File: config.mk
export PLATFORM = sky130hd
export DESIGN_NAME = imem_arbiter
export DESIGN_NICKNAME = d
export VERILOG_FILES = /design/src/rtl/imem_arbiter.sv
export SDC_FILE = /design/constraint.sdc
export NUM_CORES = 1
export LEC_CHECK = 0
export CORE_AREA = 5 5 102 104
export CTS_CLUSTER_SIZE = 24
export DETAILED_ROUTE_END_ITERATION = 8
export DIE_AREA = 0 0 107 109
export PLACE_DENSITY = 0.67
export SKIP_CTS_REPAIR_TIMING = 1
export SLEW_MARGIN = 20
export SYNTH_ARGS = -nofsm -noshare
export SYNTH_HDL_FRONTEND = slang
export SYNTH_SLANG_ARGS = --single-unit
File: constraint.sdc
create_clock -name clk -period 4.75 [get_ports clk]
set_clock_uncertainty 0.15 [all_clocks]
set_input_delay 1.1875 -clock clk [delete_from_list [all_inputs] [get_ports clk]]
set_output_delay 1.1875 -clock clk [all_outputs]
set_load 0.03 [all_outputs]
File: src/rtl/imem_arbiter.sv
// rtl/imem_arbiter.sv - round-robin instruction memory arbiter, fetch vs debug, with halt handshake
// Response data is steered from mem_rdata by select bits registered at grant time.
module imem_arbiter #(
  parameter int                 DATA_W     = 32,
  parameter int                 ADDR_W     = 32,
  parameter logic [ADDR_W-1:0]  BASE_WORD  = 32'h0010_0000,
  parameter logic [ADDR_W-1:0]  LIMIT_WORD = 32'h0010_1000
) (
  input  logic              clk,
  input  logic              reset,
  input  logic              f_req,
  input  logic [ADDR_W-1:0] f_addr,
  output logic              f_gnt,
  output logic              f_rvalid,
  output logic [DATA_W-1:0] f_rdata,
  output logic              f_err,
  input  logic              d_req,
  input  logic              d_we,
  input  logic [ADDR_W-1:0] d_addr,
  input  logic [DATA_W-1:0] d_wdata,
  output logic              d_gnt,
  output logic              d_rvalid,
  output logic [DATA_W-1:0] d_rdata,
  output logic              d_err,
  input  logic              d_halt,
  output logic              d_halt_ack,
  output logic              mem_en,
  output logic              mem_we,
  output logic [ADDR_W-1:0] mem_addr,
  output logic [DATA_W-1:0] mem_wdata,
  input  logic [DATA_W-1:0] mem_rdata
);

  typedef enum logic [1:0] {S_RUN, S_DRAIN, S_HALTED} state_t;

  state_t              r_state;
  state_t              w_next;
  logic                r_last_d;
  logic                r_f_rvalid, r_f_err, r_f_rd;
  logic                r_d_rvalid, r_d_err, r_d_rd;
  logic                w_f_allow, w_f_elig, w_d_elig;
  logic                w_f_gnt, w_d_gnt, w_err, w_mem_en;
  logic [ADDR_W-1:0]   w_addr, w_word;

  always_ff @(posedge clk or posedge reset) begin
    if (reset) r_state <= S_RUN;
    else       r_state <= w_next;
  end

  always_comb begin
    w_next = r_state;
    case (r_state)
      S_RUN:    if (d_halt) w_next = S_DRAIN;
      S_DRAIN:  if (!d_halt) w_next = S_RUN;
                else if (!w_f_gnt) w_next = S_HALTED;
      S_HALTED: if (!d_halt) w_next = S_RUN;
      default:  w_next = S_RUN;
    endcase
  end

  // Fetch is cut off in the same cycle d_halt is first seen.
  always_comb begin
    w_f_allow  = (r_state == S_RUN) && !d_halt;
    d_halt_ack = (r_state == S_HALTED);
  end

  // r_last_d=1 means debug won last, so fetch wins the next tie.
  always_comb begin
    w_f_elig = f_req & w_f_allow & ~reset;
    w_d_elig = d_req & ~reset;
    w_f_gnt  = w_f_elig & (~w_d_elig | r_last_d);
    w_d_gnt  = w_d_elig & ~w_f_gnt;
    w_addr   = w_d_gnt ? d_addr : f_addr;
    w_word   = w_addr >> 2;
    w_err    = (w_addr[1:0] != 2'b00) || (w_word < BASE_WORD) || (w_word > LIMIT_WORD);
    w_mem_en = (w_f_gnt | w_d_gnt) & ~w_err;
  end

  assign f_gnt     = w_f_gnt;
  assign d_gnt     = w_d_gnt;
  assign mem_en    = w_mem_en;
  assign mem_we    = w_mem_en & w_d_gnt & d_we;
  assign mem_addr  = w_mem_en ? w_word : '0;
  assign mem_wdata = (w_mem_en & w_d_gnt) ? d_wdata : '0;

  always_ff @(posedge clk or posedge reset) begin
    if (reset) begin
      r_last_d   <= 1'b1;
      r_f_rvalid <= 1'b0;
      r_f_err    <= 1'b0;
      r_f_rd     <= 1'b0;
      r_d_rvalid <= 1'b0;
      r_d_err    <= 1'b0;
      r_d_rd     <= 1'b0;
    end else begin
      if (w_f_gnt | w_d_gnt) r_last_d <= w_d_gnt;
      r_f_rvalid <= w_f_gnt;
      r_f_err    <= w_f_gnt & w_err;
      r_f_rd     <= w_f_gnt & ~w_err;
      r_d_rvalid <= w_d_gnt;
      r_d_err    <= w_d_gnt & w_err;
      r_d_rd     <= w_d_gnt & ~w_err & ~d_we;
    end
  end

  assign f_rvalid = r_f_rvalid;
  assign f_err    = r_f_err;
  assign f_rdata  = r_f_rd ? mem_rdata : '0;
  assign d_rvalid = r_d_rvalid;
  assign d_err    = r_d_err;
  assign d_rdata  = r_d_rd ? mem_rdata : '0;

endmodule

==> results of run 1 <==
[cell families (layout without fill, tap and decap cells)]
group	after synthesis	after routing
AO/OA/AOI/OAI	26	27
flip-flops	9	9
multiplexers	12	12
buffers and inverters	37	279
other	1	19
AND/OR/NAND/NOR	130	130
[report_power, final]
part / total (W) / internal (W) / switching [W]
Combinational: 0.000234 / 0.000137 / 0.0000965
Sequential: 0.0000951 / 0.0000882 / 0.00000695
Clock: 0.0000921 / 0.0000575 / 0.0000346
[through the flow]
step | TNS [ns] | hold slack [ns]
3_3_place_gp | -0.180 | 0.309
6_report | 0 | 0.322
5_1_grt | 0 | 0.346
4_1_cts | -0.907 | 0.324
3_5_place_dp | -0.873 | 0.316
2_1_floorplan | -1.46 | 0.297
[final cells by class]
class	count	share of cell area (%)
Timing Repair Buffer	271	58.0
Multi-Input combinational cell	187	32.3
Sequential cell	9	5.06
Tap cell	114	3.19
Clock buffer	3	0.922
Inverter	4	0.335
Clock inverter	1	0.112
Antenna cell	1	0.0559
[registers in the layout, indices dropped and copies added, names as in the netlist]
signal and cells:
d_rvalid 1, f_err 1, r_state 2, r_d_rd 1
r_f_rd 1, r_last_d 1, f_rvalid 1, d_err 1
[synthesized netlist by cell type]
library cell,number,area (sq um)
sky130_fd_sc_hd__a21oi_1,1,5.00
sky130_fd_sc_hd__o21ba_2,1,10.0
sky130_fd_sc_hd__o2bb2ai_1,1,8.76
sky130_fd_sc_hd__nand3_1,2,10.0
sky130_fd_sc_hd__dfrtp_1,8,200
sky130_fd_sc_hd__nor4_1,12,75.1
sky130_fd_sc_hd__o21a_1,1,7.51
sky130_fd_sc_hd__a2111oi_0,7,61.3
sky130_fd_sc_hd__o21ai_0,3,15.0
sky130_fd_sc_hd__dfstp_2,1,26.3
sky130_fd_sc_hd__nor3b_1,1,7.51
sky130_fd_sc_hd__a211oi_1,3,22.5
sky130_fd_sc_hd__and2_1,97,607
sky130_fd_sc_hd__or4b_4,1,13.8
sky130_fd_sc_hd__conb_1,1,3.75
sky130_fd_sc_hd__mux2i_1,12,120
sky130_fd_sc_hd__nand2_1,1,3.75
sky130_fd_sc_hd__buf_4,19,143
sky130_fd_sc_hd__nand4_1,2,12.5
sky130_fd_sc_hd__a2111oi_2,7,105
sky130_fd_sc_hd__clkbuf_1,11,41.3
sky130_fd_sc_hd__buf_2,3,15.0
sky130_fd_sc_hd__nor2b_1,4,25.0
sky130_fd_sc_hd__nor2_1,3,11.3
sky130_fd_sc_hd__nand3b_1,1,7.51
sky130_fd_sc_hd__o21ai_4,1,16.3
sky130_fd_sc_hd__inv_1,3,11.3
sky130_fd_sc_hd__a32o_2,1,11.3
sky130_fd_sc_hd__or3_1,2,12.5
sky130_fd_sc_hd__inv_2,1,3.75
sky130_fd_sc_hd__nor3_1,1,5.00
sky130_fd_sc_hd__nor4b_1,2,17.5
sky130_fd_sc_hd__nand2b_1,1,6.26
[path summary, 6_finish.rpt]
kind / endpoint / slack (ns) / cells past startpoint
setup / recovery: mem_addr[12] / 0.1 / 8
hold / removal: r_state[0] / 0.32 / 1
setup reg to reg: r_f_rd / 2.48 / 6
hold reg to reg: r_state[0] / 0.32 / 1
max in group asynchronous: r_last_d / 2.84 / 3
min in group asynchronous: d_rvalid / 1.31 / 3
[critical path: cells and delay by family]
kind            cells  cell delay (ns)
simple gates        2             0.62
compound gates      2             0.40
buf+inv             4             1.11
[metal layers]
layer	vias to the layer above	global-route usage, %	routed length [um]
met4	8	2.83	102
met1	1110	15.2	3290
met2	166	26.3	4870
met5	-	0	42
li1	1238	-	-
met3	14	7.28	1270
==> metrics.txt, run 1 <==
# TYPE chip_impl_metric gauge
chip_impl_metric{name="max_stage_delay",unit="ns"} 0.50
chip_impl_metric{name="placement.cell_area",unit="sq mm"} 0.00423
chip_impl_info{name="tritoncts",value="built"} 1
chip_impl_metric{name="core_region_area",unit="sq mm"} 0.00946
chip_impl_metric{name="worst_slack",unit="ns"} 0.0980
chip_impl_metric{name="dieWidth",unit="um"} 107
chip_impl_info{name="layout.cells.most_common",value="sky130_fd_sc_hd__clkdlybuf4s50_1"} 1
chip_impl_metric{name="ant_nets",unit=""} 0
chip_impl_info{name="outcome",value="finished, final reports clean"} 1
chip_impl_metric{name="overflow",unit=""} 0
chip_impl_metric{name="synth_compound_gate_area_share",unit="%"} 16.0
chip_impl_metric{name="layoutNonFillerInstCount",unit=""} 590
chip_impl_metric{name="max-cap-violations",unit=""} 0
chip_impl_info{name="critPathCaptureType",value="output pin"} 1
chip_impl_metric{name="place.port_buffers",unit=""} 252
chip_impl_metric{name="pre_cts_setup_slack",unit="ns"} -0.156
chip_impl_info{name="timing.critical_path.cells",value="clkdlybuf4s50_1 -> nor2b_4 -> o21ai_4 -> buf_4 -> or3_4 -> buf_4 -> a2111oi_4 -> buf_4"} 1
chip_impl_metric{name="tritoncts.num_buffers",unit=""} 3
chip_impl_metric{name="synth_cells",unit=""} 215
chip_impl_metric{name="min_period_over_period",unit="%"} 97.9
chip_impl_metric{name="register_area",unit="sq um"} 226
chip_impl_info{name="timing.critical_path.from",value="d_req"} 1
chip_impl_metric{name="wl",unit="mm"} 9.59
chip_impl_metric{name="detail_route.vias_per_cell",unit=""} 4.30
chip_impl_metric{name="arrival_time_worst_endpoint",unit="ns"} 3.31
chip_impl_metric{name="max-clock-path-buffers",unit=""} 2
chip_impl_metric{name="synth.lib_cells_used.distinct",unit=""} 33
chip_impl_metric{name="fill_cells",unit=""} 907
chip_impl_metric{name="setup-violations-final",unit=""} 0
chip_impl_info{name="start_kind",value="input port"} 1
chip_impl_metric{name="yosysWarnings",unit=""} 0
chip_impl_metric{name="total_vias_in_the_final_route",unit=""} 2536
chip_impl_info{name="rsz0062_at_grt",value="false"} 1
chip_impl_metric{name="fin_nets",unit=""} 610
chip_impl_metric{name="finish.utilization",unit="%"} 47.3
chip_impl_metric{name="timing_max_transition_violations_final",unit=""} 0
chip_impl_metric{name="power.density",unit="mW/mm^2"} 93.9
chip_impl_metric{name="worst_pin_slew",unit="ns"} 0.722
chip_impl_info{name="most_frequent_cells_in_the_layout",value="sky130_fd_sc_hd__clkdlybuf4s50_1, sky130_fd_sc_hd__and2_1, sky130_fd_sc_hd__buf_4"} 1
chip_impl_metric{name="synth_area",unit="sq mm"} 0.00164
chip_impl_metric{name="cts.sink_count",unit=""} 9
chip_impl_metric{name="hold_violations_final",unit=""} 0
chip_impl_metric{name="dpl.cell_count",unit=""} 580
chip_impl_metric{name="syn_to_final_growth",unit="%"} 173
chip_impl_metric{name="grt_first_pass_wirelength",unit="mm"} 13.4
chip_impl_info{name="path_class",value="input port to output pin"} 1
chip_impl_metric{name="syn_avg_cell_area",unit="sq um"} 7.64
chip_impl_metric{name="cts.clk_slew.worst_paths",unit="ns"} 0.05
chip_impl_metric{name="h_tree_levels",unit=""} 1
chip_impl_metric{name="dp_hpwl",unit="mm"} 8.63
chip_impl_metric{name="synthMuxAreaShare",unit="%"} 7.32
chip_impl_metric{name="top_fanout_value_on_the_critical_path",unit=""} 8
chip_impl_metric{name="boundaryPins",unit=""} 271
chip_impl_metric{name="ys_seq_elements",unit=""} 9
chip_impl_metric{name="post_synth_and_or_nand_nor_area_fraction",unit="%"} 49.6
chip_impl_metric{name="routabilityCongestion",unit=""} 0.762
chip_impl_metric{name="worst_skew_pair.late_latency",unit="ns"} 0.24
chip_impl_metric{name="chipHeight",unit="um"} 109
chip_impl_metric{name="drt-wirelength-per-cell",unit="um"} 16.2
chip_impl_info{name="holdCritPathClass",value="register to register"} 1
chip_impl_info{name="critical-path-slowest-cell",value="sky130_fd_sc_hd__clkdlybuf4s50_1"} 1
chip_impl_metric{name="first_iter_violations",unit=""} 76
chip_impl_info{name="synth_top_family_by_area",value="simple AND/OR/NAND/NOR gates"} 1
chip_impl_metric{name="route.detailed.drc",unit=""} 0
chip_impl_metric{name="design_power_total",unit="W"} 0.000421
chip_impl_info{name="timing.critical_path.mode_cell",value="sky130_fd_sc_hd__buf_4"} 1
chip_impl_info{name="holdCritStartpoint",value="r_state[0]"} 1
chip_impl_info{name="launch_instance_of_the_worst_register_to_register_path",value="r_state[1]"} 1
chip_impl_metric{name="worst-endpoint-required",unit="ns"} 3.41
chip_impl_metric{name="first_pass_iters",unit=""} 4
chip_impl_metric{name="multiInputGateArea",unit="sq mm"} 0.00145
chip_impl_metric{name="initial_utilization",unit="%"} 17.4
chip_impl_info{name="root_cell_of_the_clock_tree",value="sky130_fd_sc_hd__clkbuf_8"} 1
chip_impl_metric{name="postLayoutCellArea",unit="sq mm"} 0.00448
chip_impl_metric{name="globalRouteTotalUtil",unit="%"} 14.5
chip_impl_metric{name="grt_start_max_net_pins",unit=""} 36
chip_impl_metric{name="final_period_minus_worst_setup_slack",unit="ns"} 4.65
chip_impl_metric{name="synth-xor-area-share",unit="%"} 0
chip_impl_metric{name="power.ir.vdd_worst",unit="uV"} 53.7
chip_impl_metric{name="grt_pass1_vias",unit=""} 2564
chip_impl_metric{name="die_area",unit="sq mm"} 0.0117
chip_impl_metric{name="post_synth_fa_ha_maj_area_fraction",unit="%"} 0
chip_impl_metric{name="final_layout_size_suffix_gt1_share",unit="%"} 21.1
chip_impl_metric{name="number_of_antenna_violations_at_the_first_check_in_global_routing",unit=""} 5
chip_impl_metric{name="leakagePower",unit="nW"} 1.85
chip_impl_metric{name="worst_slew_margin_rel",unit="%"} 51.9
chip_impl_metric{name="yosysSeqAreaShare",unit="%"} 13.8
chip_impl_metric{name="floorplan.rows",unit=""} 36
chip_impl_metric{name="fmaxAchievable",unit="GHz"} 0.215
Power figures use the tool's default switching activity.
==> run 2: changes to the inputs <==
--- a/config.mk
+++ b/config.mk
@@ -5,11 +5,14 @@
 export SDC_FILE = /design/constraint.sdc
 export NUM_CORES = 1
 export LEC_CHECK = 0
-export CORE_AREA = 5 5 102 104
+export CELL_PAD_IN_SITES_DETAIL_PLACEMENT = 2
+export CELL_PAD_IN_SITES_GLOBAL_PLACEMENT = 2
+export CORE_MARGIN = 5
+export CORE_UTILIZATION = 10
 export CTS_CLUSTER_SIZE = 24
 export DETAILED_ROUTE_END_ITERATION = 8
-export DIE_AREA = 0 0 107 109
-export PLACE_DENSITY = 0.67
+export PLACE_DENSITY = 0.9
+export REMOVE_ABC_BUFFERS = 1
 export SKIP_CTS_REPAIR_TIMING = 1
 export SLEW_MARGIN = 20
 export SYNTH_ARGS = -nofsm -noshare
==> run 2 against run 1 <==
  * The run now ends with negative setup slack left
  * Combinational power grew 5%
  * Worst hold slack improved by 0.0089 ns
  * Cell count rose by 20%
  * Global-route usage is 2.9 points lower
  * Sequential power rose by 2%
  * First-iteration DRC count down 51%
  * Design area rose by 8.1%
==> metrics.txt, run 2 (synthesis results as in run 1) <==
# TYPE chip_impl_metric gauge
chip_impl_metric{name="chipHeight",unit="um"} 138
chip_impl_info{name="root_cell_of_the_clock_tree",value="sky130_fd_sc_hd__clkbuf_16"} 1
chip_impl_metric{name="die_area",unit="sq mm"} 0.0191
chip_impl_metric{name="netSwitchingFraction",unit="%"} 30.4
chip_impl_metric{name="combinational_share_of_power",unit="%"} 50.0
chip_impl_metric{name="worst_slew_margin_rel",unit="%"} 47.6
chip_impl_metric{name="hold_violations_final",unit=""} 0
chip_impl_info{name="timing.critical_path.from",value="d_addr[28]"} 1
chip_impl_metric{name="h_tree_levels",unit=""} 1
chip_impl_metric{name="core_region_area",unit="sq mm"} 0.0160
chip_impl_metric{name="fin_nets",unit=""} 626
chip_impl_info{name="failed_checks",value="negative setup slack"} 1
chip_impl_info{name="routed.top_layer",value="met5"} 1
chip_impl_metric{name="floorplan.rows",unit=""} 46
chip_impl_metric{name="wl",unit="mm"} 12.5
chip_impl_metric{name="min_period_over_period",unit="%"} 100
chip_impl_metric{name="detail_route.vias_per_cell",unit=""} 3.80
chip_impl_info{name="critical-path-slowest-cell",value="sky130_fd_sc_hd__or3_4"} 1
chip_impl_metric{name="total_vias_in_the_final_route",unit=""} 2686
chip_impl_metric{name="overflow",unit=""} 0
chip_impl_metric{name="final_period_minus_worst_setup_slack",unit="ns"} 4.76
chip_impl_metric{name="r2r_slack",unit="ns"} 2.33
chip_impl_metric{name="ant_nets",unit=""} 0
chip_impl_info{name="top_register",value="r_state"} 1
chip_impl_metric{name="number_of_antenna_violations_at_the_first_check_in_global_routing",unit=""} 1
chip_impl_metric{name="arrival_time_worst_endpoint",unit="ns"} 3.42
chip_impl_metric{name="max-clock-path-buffers",unit=""} 2
chip_impl_metric{name="leakagePower",unit="nW"} 2.05
chip_impl_metric{name="max-cap-violations",unit=""} 0
chip_impl_metric{name="top_fanout_value_on_the_critical_path",unit=""} 7
chip_impl_metric{name="worst_pin_slew",unit="ns"} 0.785
chip_impl_metric{name="place.port_buffers",unit=""} 252
chip_impl_metric{name="max_stage_delay",unit="ns"} 0.48
chip_impl_metric{name="final_layout_size_suffix_gt1_share",unit="%"} 24.0
chip_impl_info{name="launch_instance_of_the_worst_register_to_register_path",value="r_state[1]"} 1
chip_impl_info{name="tritoncts",value="built"} 1
chip_impl_metric{name="fmaxAchievable",unit="GHz"} 0.210
chip_impl_metric{name="pre_cts_setup_slack",unit="ns"} -0.322
chip_impl_info{name="holdCritStartpoint",value="r_state[0]"} 1
chip_impl_metric{name="first_iter_violations",unit=""} 37
chip_impl_metric{name="setup-violations-final",unit=""} 1
chip_impl_info{name="critPathCaptureType",value="output pin"} 1
chip_impl_metric{name="tritoncts.num_buffers",unit=""} 3
chip_impl_metric{name="internal-power",unit="W"} 0.000342
chip_impl_metric{name="route.detailed.drc",unit=""} 0
chip_impl_metric{name="totalNegativeSetupSlack",unit="ns"} -0.00935
chip_impl_metric{name="boundaryPins",unit=""} 271
chip_impl_metric{name="p_sw",unit="W"} 0.000150
chip_impl_info{name="holdCritPathClass",value="register to register"} 1
chip_impl_metric{name="largest_reg_flops",unit=""} 2
chip_impl_metric{name="initial_utilization",unit="%"} 10.3
chip_impl_metric{name="worst_skew_pair.late_latency",unit="ns"} 0.23
chip_impl_info{name="layout.cells.most_common",value="sky130_fd_sc_hd__clkdlybuf4s50_1"} 1
chip_impl_metric{name="grt_first_pass_wirelength",unit="mm"} 18.2
chip_impl_metric{name="power.density",unit="mW/mm^2"} 101
chip_impl_metric{name="share_seq_of_total_power",unit="%"} 19.7
chip_impl_metric{name="worst-endpoint-required",unit="ns"} 3.41
chip_impl_metric{name="worst_slack",unit="ns"} -0.00935
chip_impl_metric{name="met2RoutedLength",unit="mm"} 6.57
chip_impl_metric{name="dieWidth",unit="um"} 138
chip_impl_metric{name="p_clk_share",unit="%"} 30.3
chip_impl_metric{name="timing_max_transition_violations_final",unit=""} 0
chip_impl_metric{name="grt_start_max_net_pins",unit=""} 36
chip_impl_metric{name="cts.clk_slew.worst_paths",unit="ns"} 0.04
chip_impl_metric{name="power.ir.vdd_worst",unit="uV"} 56.1
chip_impl_info{name="most_frequent_cells_in_the_layout",value="sky130_fd_sc_hd__clkdlybuf4s50_1, sky130_fd_sc_hd__and2_1, sky130_fd_sc_hd__buf_4"} 1
chip_impl_metric{name="globalRouteTotalUtil",unit="%"} 11.6
chip_impl_metric{name="drt-wirelength-per-cell",unit="um"} 17.7
chip_impl_metric{name="syn_to_final_growth",unit="%"} 195
chip_impl_info{name="path_class",value="input port to output pin"} 1
chip_impl_metric{name="worst-path-buf-inv",unit=""} 4
chip_impl_info{name="worst_path_dominant_cell_family",value="simple AND/OR/NAND/NOR gates"} 1
chip_impl_metric{name="fill_cells",unit=""} 1814
chip_impl_metric{name="first_pass_iters",unit=""} 4
chip_impl_metric{name="met3RoutedLength",unit="um"} 823
chip_impl_metric{name="n_antenna_cell",unit=""} 0
chip_impl_info{name="outcome",value="complete, but fails checks"} 1
chip_impl_info{name="start_kind",value="input port"} 1
chip_impl_metric{name="routabilityCongestion",unit=""} 0.763
chip_impl_metric{name="grt_pass1_vias",unit=""} 3079
chip_impl_metric{name="m1WireLength",unit="mm"} 4.95
chip_impl_metric{name="dp_hpwl",unit="mm"} 11.0
chip_impl_metric{name="cts.sink_count",unit=""} 9
chip_impl_info{name="timing.critical_path.cells",value="clkdlybuf4s50_1 -> nor4_2 -> nand4_1 -> or3_4 -> buf_12 -> buf_6 -> a2111oi_4 -> buf_4"} 1
run 2: through the flow:
stage               instance area (sq um)  std cells  utilization, %  total power [W]  hold WS, ns
global placement                     4480        694            28.0         0.000313        0.323
detailed placement                   4480        694            28.0         0.000324        0.326
CTS                                  4560        698            28.5         0.000478        0.331
global route                         4840        707            30.2         0.000517        0.382
floorplan                            1510        199               -         0.000162        0.297
finish                               4840        707            30.2         0.000491        0.331
run 2: power groups by stage:
stage	registers [W]	clock network (W)	logic, W
3_5_place_dp	0.0000969	0	0.000227
3_3_place_gp	0.0000964	0	0.000217
5_1_grt	0.0000981	0.000158	0.000261
6_report	0.0000967	0.000149	0.000245
4_1_cts	0.0000963	0.000154	0.000227
2_1_floorplan	0.0000986	0	0.0000635
run 2: worst paths after layout:
kind	end	cells past startpoint
min	r_state[0]	1
max in group asynchronous	r_last_d	3
max	mem_addr[11]	8
max reg2reg	r_f_rd	7
min in group asynchronous	r_state[0]	3
min reg2reg	r_state[0]	1
run 2: worst register-to-register path: stages (launching register included):
cell                       delay, ns
sky130_fd_sc_hd__dfrtp_1        0.40
sky130_fd_sc_hd__or4b_4         0.57
sky130_fd_sc_hd__o21ai_4        0.27
sky130_fd_sc_hd__inv_2          0.09
sky130_fd_sc_hd__buf_4          0.13
sky130_fd_sc_hd__a32o_2         0.33
sky130_fd_sc_hd__buf_4          0.16
sky130_fd_sc_hd__a211oi_1       0.22
run 2: layer usage:
| layer | vias up | GRT usage (%) |
|---|---|---|
| met5 | - | 0 |
| met4 | 2 | 2.18 |
| met3 | 12 | 2.83 |
| met2 | 171 | 22.6 |
| met1 | 1235 | 12.8 |
| li1 | 1266 | - |
run 2: area by class of cell:
type | count | area (sq um) | share of cell area [%]
sequential | 9 | 226 | 4.68
timing repair buffer | 287 | 2810 | 58.0
multi-input combinational | 187 | 1440 | 29.8
inverter | 4 | 15.0 | 0.310
clock buffer | 4 | 78.8 | 1.63
tap | 216 | 270 | 5.58
